`src/rtl/maze_dfs_engine.sv`:
```
// Depth-first maze solver over an external 1-bit cell memory.
// Keeps the path on an internal stack and replays it dst-first on a valid/ready port.
module maze_dfs_engine #(
    parameter int COORD_W     = 4,
    parameter int STACK_DEPTH = 256,
    localparam int ADDR_W     = 2 * COORD_W
) (
    input  logic              clk,
    input  logic              rst,
    input  logic              start,
    input  logic [ADDR_W-1:0] src_loc,
    input  logic [ADDR_W-1:0] dst_loc,
    output logic              mem_req,
    output logic              mem_we,
    output logic [ADDR_W-1:0] mem_addr,
    output logic              mem_wdata,
    input  logic              mem_ack,
    input  logic              mem_rdata,
    output logic              busy,
    output logic              done,
    output logic              fail,
    output logic              path_valid,
    input  logic              path_ready,
    output logic [ADDR_W-1:0] path_loc,
    output logic              path_last,
    output logic [ADDR_W:0]   step_cnt
);

    localparam int SP_W  = $clog2(STACK_DEPTH + 1);
    localparam int IDX_W = (STACK_DEPTH > 1) ? $clog2(STACK_DEPTH) : 1;

    localparam logic [SP_W-1:0]    SP_ONE   = SP_W'(1);
    localparam logic [SP_W-1:0]    SP_FULL  = SP_W'(STACK_DEPTH);
    localparam logic [ADDR_W:0]    STEP_ONE = (ADDR_W + 1)'(1);
    localparam logic [COORD_W-1:0] C_ONE    = COORD_W'(1);
    localparam logic [COORD_W-1:0] C_MAX    = '1;

    typedef enum logic [2:0] {
        S_IDLE,
        S_MARK,
        S_PROBE,
        S_READ,
        S_BACK,
        S_FAIL,
        S_DONE,
        S_REPLAY
    } state_t;

    typedef struct packed {
        logic [ADDR_W-1:0] loc;
        logic [1:0]        dir;
    } entry_t;

    state_t            state;
    entry_t            stack_mem [STACK_DEPTH];
    entry_t            top;
    logic [SP_W-1:0]   sp;
    logic [SP_W-1:0]   sp_m1;
    logic [IDX_W-1:0]  push_idx;
    logic [IDX_W-1:0]  top_idx;
    logic [ADDR_W-1:0] cur;
    logic [ADDR_W-1:0] dst;
    logic [ADDR_W-1:0] nxt;
    logic [2:0]        dir;
    logic [COORD_W-1:0] row;
    logic [COORD_W-1:0] col;
    logic              oob;
    logic              acked;
    logic              push;

    assign row      = cur[ADDR_W-1:COORD_W];
    assign col      = cur[COORD_W-1:0];
    assign sp_m1    = sp - SP_ONE;
    assign push_idx = sp[IDX_W-1:0];
    assign top_idx  = sp_m1[IDX_W-1:0];
    assign top      = stack_mem[top_idx];
    assign acked    = mem_req & mem_ack;
    assign push     = (state == S_READ) & acked & ~mem_rdata & (sp != SP_FULL);

    // Edges of the grid are hard walls: no wrap-around neighbours.
    always_comb begin
        nxt = cur;
        oob = 1'b1;
        case (dir)
            3'd0: begin
                oob = (row == '0);
                nxt = {row - C_ONE, col};
            end
            3'd1: begin
                oob = (col == C_MAX);
                nxt = {row, col + C_ONE};
            end
            3'd2: begin
                oob = (row == C_MAX);
                nxt = {row + C_ONE, col};
            end
            3'd3: begin
                oob = (col == '0);
                nxt = {row, col - C_ONE};
            end
            default: begin
                nxt = cur;
                oob = 1'b1;
            end
        endcase
    end

    always_ff @(posedge clk) begin
        if (push) begin
            stack_mem[push_idx] <= '{loc: cur, dir: dir[1:0]};
        end
    end

    always_ff @(posedge clk or posedge rst) begin
        if (rst) begin
            state      <= S_IDLE;
            sp         <= '0;
            cur        <= '0;
            dst        <= '0;
            dir        <= '0;
            mem_req    <= 1'b0;
            mem_we     <= 1'b0;
            mem_addr   <= '0;
            mem_wdata  <= 1'b0;
            busy       <= 1'b0;
            done       <= 1'b0;
            fail       <= 1'b0;
            path_valid <= 1'b0;
            path_loc   <= '0;
            path_last  <= 1'b0;
            step_cnt   <= '0;
        end else begin
            unique case (state)
                S_IDLE: begin
                    if (start) begin
                        cur      <= src_loc;
                        dst      <= dst_loc;
                        dir      <= '0;
                        sp       <= '0;
                        step_cnt <= '0;
                        busy     <= 1'b1;
                        state    <= S_MARK;
                    end
                end
                S_MARK: begin
                    if (!mem_req) begin
                        mem_req   <= 1'b1;
                        mem_we    <= 1'b1;
                        mem_wdata <= 1'b1;
                        mem_addr  <= cur;
                    end else if (mem_ack) begin
                        mem_req <= 1'b0;
                        if (cur == dst) begin
                            done  <= 1'b1;
                            state <= S_DONE;
                        end else begin
                            dir   <= '0;
                            state <= S_PROBE;
                        end
                    end
                end
                S_PROBE: begin
                    if (dir == 3'd4) begin
                        state <= S_BACK;
                    end else if (oob) begin
                        dir <= dir + 3'd1;
                    end else begin
                        mem_req  <= 1'b1;
                        mem_we   <= 1'b0;
                        mem_addr <= nxt;
                        state    <= S_READ;
                    end
                end
                S_READ: begin
                    if (acked) begin
                        mem_req <= 1'b0;
                        if (mem_rdata) begin
                            dir   <= dir + 3'd1;
                            state <= S_PROBE;
                        end else if (sp == SP_FULL) begin
                            fail  <= 1'b1;
                            state <= S_FAIL;
                        end else begin
                            sp       <= sp + SP_ONE;
                            step_cnt <= step_cnt + STEP_ONE;
                            cur      <= mem_addr;
                            state    <= S_MARK;
                        end
                    end
                end
                S_BACK: begin
                    if (sp == '0) begin
                        fail  <= 1'b1;
                        state <= S_FAIL;
                    end else begin
                        cur      <= top.loc;
                        dir      <= {1'b0, top.dir} + 3'd1;
                        sp       <= sp_m1;
                        step_cnt <= step_cnt - STEP_ONE;
                        state    <= S_PROBE;
                    end
                end
                S_FAIL: begin
                    fail  <= 1'b0;
                    busy  <= 1'b0;
                    state <= S_IDLE;
                end
                S_DONE: begin
                    done       <= 1'b0;
                    path_valid <= 1'b1;
                    path_loc   <= cur;
                    path_last  <= (sp == '0);
                    state      <= S_REPLAY;
                end
                S_REPLAY: begin
                    // sp unwinds during replay; step_cnt keeps the path length.
                    if (path_ready) begin
                        if (path_last) begin
                            path_valid <= 1'b0;
                            path_last  <= 1'b0;
                            busy       <= 1'b0;
                            state      <= S_IDLE;
                        end else begin
                            path_loc  <= top.loc;
                            path_last <= (sp == SP_ONE);
                            sp        <= sp_m1;
                        end
                    end
                end
                default: state <= S_IDLE;
            endcase
        end
    end

endmodule

```
`config.mk`:
```
export PLATFORM = sky130hd
export DESIGN_NAME = maze_dfs_engine
export DESIGN_NICKNAME = d
export VERILOG_FILES = /design/src/rtl/maze_dfs_engine.sv
export SDC_FILE = /design/constraint.sdc
export NUM_CORES = 2
export LEC_CHECK = 0
export BUFFER_PORTS_ARGS = -buffer_cell sky130_fd_sc_hd__clkbuf_2
export CORE_ASPECT_RATIO = 2
export CORE_MARGIN = 10
export CORE_UTILIZATION = 55
export DETAILED_ROUTE_END_ITERATION = 12
export MAX_ROUTING_LAYER = met4
export PLACE_DENSITY = 0.71
export SLEW_MARGIN = 20
export SYNTH_ARGS = -nofsm -noshare
export SYNTH_HDL_FRONTEND = slang
export SYNTH_SLANG_ARGS = --single-unit
```
`constraint.sdc`:
```
create_clock -name clk -period 7.85 [get_ports clk]
set_input_delay 1.57 -clock clk [delete_from_list [all_inputs] [get_ports clk]]
set_output_delay 1.57 -clock clk [all_outputs]
set_load 0.01 [all_outputs]
```
=== Word-level counts from Yosys, hierarchy flattened ===
Memory sizes are Yosys's and may differ from the RTL's.
Index checks and enable logic that the tools add are counted.

* Bits in registers: 64
* Output and inout port bits: 33
* Memory bits (writable): 2560
* Memories kept: 1
* Bits of input ports: 22

{| class="wikitable"
|+ Memories
! name !! words !! width !! read ports !! clocked after Yosys merged registers in !! write ports !! RTL line !! source
|-
| stack_mem || 256 || 10 || 1 || 0 || 1 || 55 || <nowiki>entry_t stack_mem [STACK_DEPTH];</nowiki>
|}

* Mux-type cells: 80
* Reductions and logical operators: 28
* Bitwise logic cells: 6
* Add/subtract/negate cells: 10
* Equal/unequal tests: 37

{| class="wikitable"
|+ Operators by type and width
! cell !! number
|-
| 2-to-1 mux 9 bit || 11
|-
| 2-to-1 mux 8 bit || 10
|-
| 2-to-1 mux 3 bit || 21
|-
| != test 2 bit (second input constant) || 18
|-
| case mux 9 bit (4 select lines) || 1
|-
| case mux 8 bit (2 select lines) || 2
|-
| case mux 8 bit (4 select lines) || 1
|-
| case mux 9 bit (3 select lines) || 1
|-
| case mux 3 bit (8 select lines) || 1
|-
| case mux 8 bit (3 select lines) || 1
|-
| 2-to-1 mux 1 bit || 22
|-
| adder 9 x 1 -> 9 bit (second input constant) || 2
|-
| subtractor 9 x 1 -> 9 bit (second input constant) || 2
|-
| AND reduction 4 bit || 4
|-
| == test 3 bit (second input constant) || 5
|-
| case mux 3 bit (5 select lines) || 1
|-
| == test 3 x 2 -> 1 bit (second input constant) || 4
|-
| nonzero test 3 bit || 4
|-
| AND reduction 10 bit || 1
|-
| == test 9 x 1 -> 1 bit (second input constant) || 1
|-
| == test 9 bit (second input constant) || 1
|-
| zero test 9 bit || 1
|-
| != test 9 bit (second input constant) || 1
|-
| case mux 1 bit (3 select lines) || 3
|-
| other kinds (24) || 42
|}

=== Longest topological paths before layout ===
* Depth in word-level cells: 6
* Depth in mapped cells: 21
* Gate-level depth less buffers: 13

=== Least setup slack after synthesis ===
Ideal clock, no wire load.

* Path type: reg2reg
* Start point: reg dir[1]
* End point: reg mem_addr[3]
* Arrival time: 5.567 ns
* Setup time: 0.084 ns
* Slack: 2.199 ns
* Cell stages (with the launch flop): 10
* Period minus slack after synthesis: 5.651 ns
* Data required time: 7.766 ns
* Cells stage by stage: dfrtp_1 > inv_1 > nor3b_1 > ha_1 > a21o_1 > a21oi_1 > xnor2_1 > nor2_1 > xnor2_1 > a21oi_1

* Longest elaborated chain between the ends: 5
* Elaborated cells between the ends (all ways): 13

{| class="wikitable"
|+ Ends and longest elaborated chain
! item !! RTL line !! source
|-
| start, declared || 64 || <nowiki>logic [2:0] dir;</nowiki>
|-
| start signal, assigned || 166 || <nowiki>dir <= dir + 3'd1;</nowiki>
|-
| start signal, assigned || 178 || <nowiki>dir <= dir + 3'd1;</nowiki>
|-
| start signal, assigned || 197 || <nowiki>dir <= {1'b0, top.dir} + 3'd1;</nowiki>
|-
| == test 3 x 2 -> 1 bit (tied with other cells) || 84 || <nowiki>case (dir)</nowiki>
|-
| case mux 8 bit (4 select lines) || 84 ||
|-
| 2-to-1 mux 8 bit || 165 || <nowiki>end else if (oob) begin</nowiki>
|-
| 2-to-1 mux 8 bit || 163 || <nowiki>if (dir == 3'd4) begin</nowiki>
|-
| case mux 8 bit (2 select lines) || 133 || <nowiki>unique case (state)</nowiki>
|-
| end signal, assigned || 150 || <nowiki>mem_addr <= cur;</nowiki>
|-
| end signal, assigned || 170 || <nowiki>mem_addr <= nxt;</nowiki>
|-
| end, declared || 15 || <nowiki>output logic [ADDR_W-1:0] mem_addr,</nowiki>
|}

Several ways; a longest one is shown, not always the timed one. The select of a mux whose other input is x is not followed.
A chain may end at the register's enable or synchronous reset.

=== Worst setup path after layout ===
* Start point: reg sp[0]
* End point: reg cur[6]

* Longest elaborated chain between the ends: 4
* Elaborated cells between the ends (all ways): 9

{| class="wikitable"
|+ Ends and longest elaborated chain
! item !! RTL line !! source
|-
| start, declared || 57 || <nowiki>logic [SP_W-1:0] sp;</nowiki>
|-
| start signal, assigned || 184 || <nowiki>sp <= sp + SP_ONE;</nowiki>
|-
| start signal, assigned || 198 || <nowiki>sp <= sp_m1;</nowiki>
|-
| start signal, assigned || 226 || <nowiki>sp <= sp_m1;</nowiki>
|-
| subtractor 9 x 1 -> 9 bit || 73 || <nowiki>assign sp_m1 = sp - SP_ONE;</nowiki>
|-
| memory read (256 x 10 bit) || -- ||
|-
| 2-to-1 mux 8 bit || 192 || <nowiki>if (sp == '0) begin</nowiki>
|-
| case mux 8 bit (3 select lines) || 133 ||
|-
| end signal, assigned || 136 || <nowiki>cur <= src_loc;</nowiki>
|-
| end signal, assigned || 186 || <nowiki>cur <= mem_addr;</nowiki>
|-
| end signal, assigned || 196 || <nowiki>cur <= top.loc;</nowiki>
|-
| end, declared || 61 || <nowiki>logic [ADDR_W-1:0] cur;</nowiki>
|}

Several ways; a longest one is shown, not always the timed one. The select of a mux whose other input is x is not followed.

==> flow_metrics.py <==
metrics = {
    "run_status": {
        "status": "finished clean",
    },
    "setup_path": {
        "crit_required_ns": 8.52,
        "start_kind": "register",
        "timing.rr.start": "sp[0]",
        "cp-startpoint": "sp[0]",
        "crit_fanout": 26,
        "arrival_ns": 6.68,
        "worstSetupEndpointType": "register",
        "path_class": "register to register",
    },
    "synthesis": {
        "synthAdderAreaFrac": 0.002643,
        "syn-mean-instance-area_um2": 19.87,
        "synth_xor_area_frac": 0.002715,
        "synth-edff-count": 2560,
        "muxShareOfSynthArea": 0.1512,
        "ys.warnings.count": 0,
        "synth.area.top_cells": "edfxtp_1 (74%), mux4_2 (14%), nand2_1 (1.8%), dfrtp_1 (1.6%), mux2i_1 (1.3%)",
        "synth_top_cell_area_share": 0.7448,
        "synth.distinct_cells": 75,
        "syn-instance-count": 5195,
        "synth_seq_cells": 2624,
        "synth_flop_cell": "edfxtp_1",
        "syn-num-nets": 5237,
        "synth-simple-area-share": 0.04636,
        "async_flop_share": 0.02439,
        "synth_top_area_cell": "edfxtp_1",
        "synth_compound_area_frac": 0.02201,
        "netlist_area_um2": 103200,
        "seq_area_frac_synth": 0.7603,
        "synth_top_family_by_area": "multiplexers",
    },
    "clock_network": {
        "cts_tree": "yes",
        "clock_latency_ns": 0.86,
        "cts_sinks": 2624,
        "cts_root_buffer": "clkbuf_16",
        "hold_buffers": 0,
        "postCtsSetupBuffers": 0,
        "cts_buffer_depth": 4,
        "htree_num_levels": 4,
        "cts_resized": 0,
        "worst_setup_hold_path_clk_slew_ns": 0.08,
        "cts_made_buffers": 215,
    },
    "drt": {
        "ant_nets": 0,
        "num_vias": 51890,
        "wl_per_cell_um": 33.78,
        "post-route-drc-count": 0,
        "routed_wl_mm": 268.5,
        "first_pass_iters": 6,
        "vias_per_cell": 6.529,
        "drtIter0Drc": 5560,
    },
    "global_routing": {
        "grt_use_total": 0.2668,
        "grt_max_degree": 231,
        "grt-ovfl-total": 0,
        "grt_pass1_wl_mm": 385.7,
        "antenna_found_initial": 9,
        "first_global_vias": 53530,
    },
    "cells_and_area": {
        "drive_gt1_frac": 0.2249,
        "regArea_um2": 78520,
        "fin_util": 0.6087,
        "area_growth_pct": 9.920,
        "fillers": 12790,
        "final_common_cell": "edfxtp_1",
        "final_cell_mix": "edfxtp_1 (2560), mux4_2 (625), nand2_1 (479)",
        "multi_input_area_um2": 23490,
        "finalNetCount": 5327,
    },
    "min_path": {
        "min_from": "step_cnt[8]",
        "hold_class": "register to register",
    },
    "floorplan": {
        "die_h_um": 632.6,
        "start_util": 0.5538,
        "rows": 224,
        "core_um2": 186400,
        "fp.dieArea_um2": 206400,
        "io-pin-count": 55,
        "die_w_um": 326.3,
    },
    "sta": {
        "hold_viol": 0,
        "skew_ns": 0.04503,
        "tightestPinTransition_ns": 1.248,
        "finalSetupViolations": 0,
        "fmax_mhz": 166.3,
        "relSlewSlack": 0.1606,
        "fin_tns_setup_ns": 0,
        "fin_crit_ns": 6.012,
        "fin_ws_ns": 1.838,
        "drv_slew": 0,
        "rsz0062_at_grt": "no",
        "post-route-period-util": 0.7658,
    },
    "placed_design": {
        "port_buffers": 54,
        "place_congestion": 0.9301,
        "dp_hpwl_mm": 174.7,
        "place_ws_ns": 1.932,
    },
    "power": {
        "irDropWorstVdd_uv": 380.1,
        "leakagePower_nw": 35.10,
        "power_density_nw_per_um2": 402.8,
    },
    "flow_run": {
        "cap_violations": 0,
    },
}
[per-layer routing]
metal | part of all wire | track usage | vias up
met5 | 0 | - | -
met4 | 0.089 | 0.1991 | 0
met2 | 0.53 | 0.4555 | 2642
li1 | - | - | 21330
met1 | 0.31 | 0.2794 | 27150
met3 | 0.068 | 0.03857 | 760
[worst max-delay path, cell delays in order, from the launching register on]
cell and delay [ns]:
dfrtp_4 0.69, inv_2 0.39, ha_1 0.72, or3b_1 0.62
o21ai_0 0.29, and2_1 0.40, o21ai_1 0.45, nor4_2 0.84
nor4b_1 0.23, nor4_1 0.99, a21oi_1 0.15
[synth_stat cells, drive strengths merged, types with 4 or more instances]
master,instances
edfxtp,2560
mux4,625
nand2,486
nor2,300
buf,165
clkbuf,144
mux2i,137
nand3,116
a21oi,89
dfrtp,64
nand4,54
o21ai,51
a32oi,38
o22ai,33
nor4,29
xnor2,24
a31oi,23
nor2b,18
ha,17
nor4b,15
mux2,14
nor3,14
o211ai,14
a211oi,11
a221oi,11
a22oi,10
and2,10
inv,10
o22a,10
nand2b,9
o2bb2ai,8
a21o,7
a32o,7
and3,7
or3,6
o31ai,5
or4,5
xor2,5
a22o,4
or2,4
or3b,4
[final timing paths]
kind,end,slack (ns),cells past startpoint
setup / recovery,cur[6],1.84,10
hold / removal,step_cnt[8],0.50,1
setup reg to reg,cur[6],1.84,10
hold reg to reg,step_cnt[8],0.50,1
max in group asynchronous,sp[0],6.11,3
min in group asynchronous,dst[5],0.95,3
[sequential cells by signal, indices dropped and copies added (netlist names), 3 cells and up]
name / cells
path_loc: 8
dst: 8
mem_addr: 8
step_cnt: 9
dir: 3
sp: 9
cur: 8
stack_mem: 2560
state: 3
[stage by stage]
step                      power, mW  hold slack (ns)  cells  cell area, um2
final                         45.70           0.4973   7947          113500
after global routing          46.87           0.5127   7944          113400
after CTS                     45.61           0.4938   7934          113300
after detailed placement      35.16           0.4787   7550          106500
after global placement        34.88           0.4763   7548          106400
after floorplan               28.51           0.4932   5195          103200
[report_power, final]
part	total [mW]	internal, mW	switching [mW]	leakage [nW]
combinational	16.8	5.47	11.4	7.97
sequential	18.2	17.5	0.685	23.8
clock	10.6	5.75	4.87	3.32
total	45.7	28.8	16.9	35.1
[cells by family after synthesis]
group,count (synthesis)
DFF,2624
and+or+nand+nor,1086
muxes,776
AOI/OAI and AO/OA,341
buffers and inverters,319
xor gates and xnor gates,29
adders and majority gates,20
[final cells by class]
| cell class | count | share of cell area |
|---|---|---|
| clock inverters | 118 | 0.009165 |
| clock buffers | 266 | 0.05065 |
| flip-flops and latches | 2624 | 0.6921 |
| inverters | 10 | 0.0003309 |
| repair buffers | 182 | 0.01309 |
| diodes | 9 | 0.0001985 |
| multi-input cells | 2252 | 0.2071 |
| well taps | 2486 | 0.02742 |
Note: power is estimated with default switching activity, not from simulation.
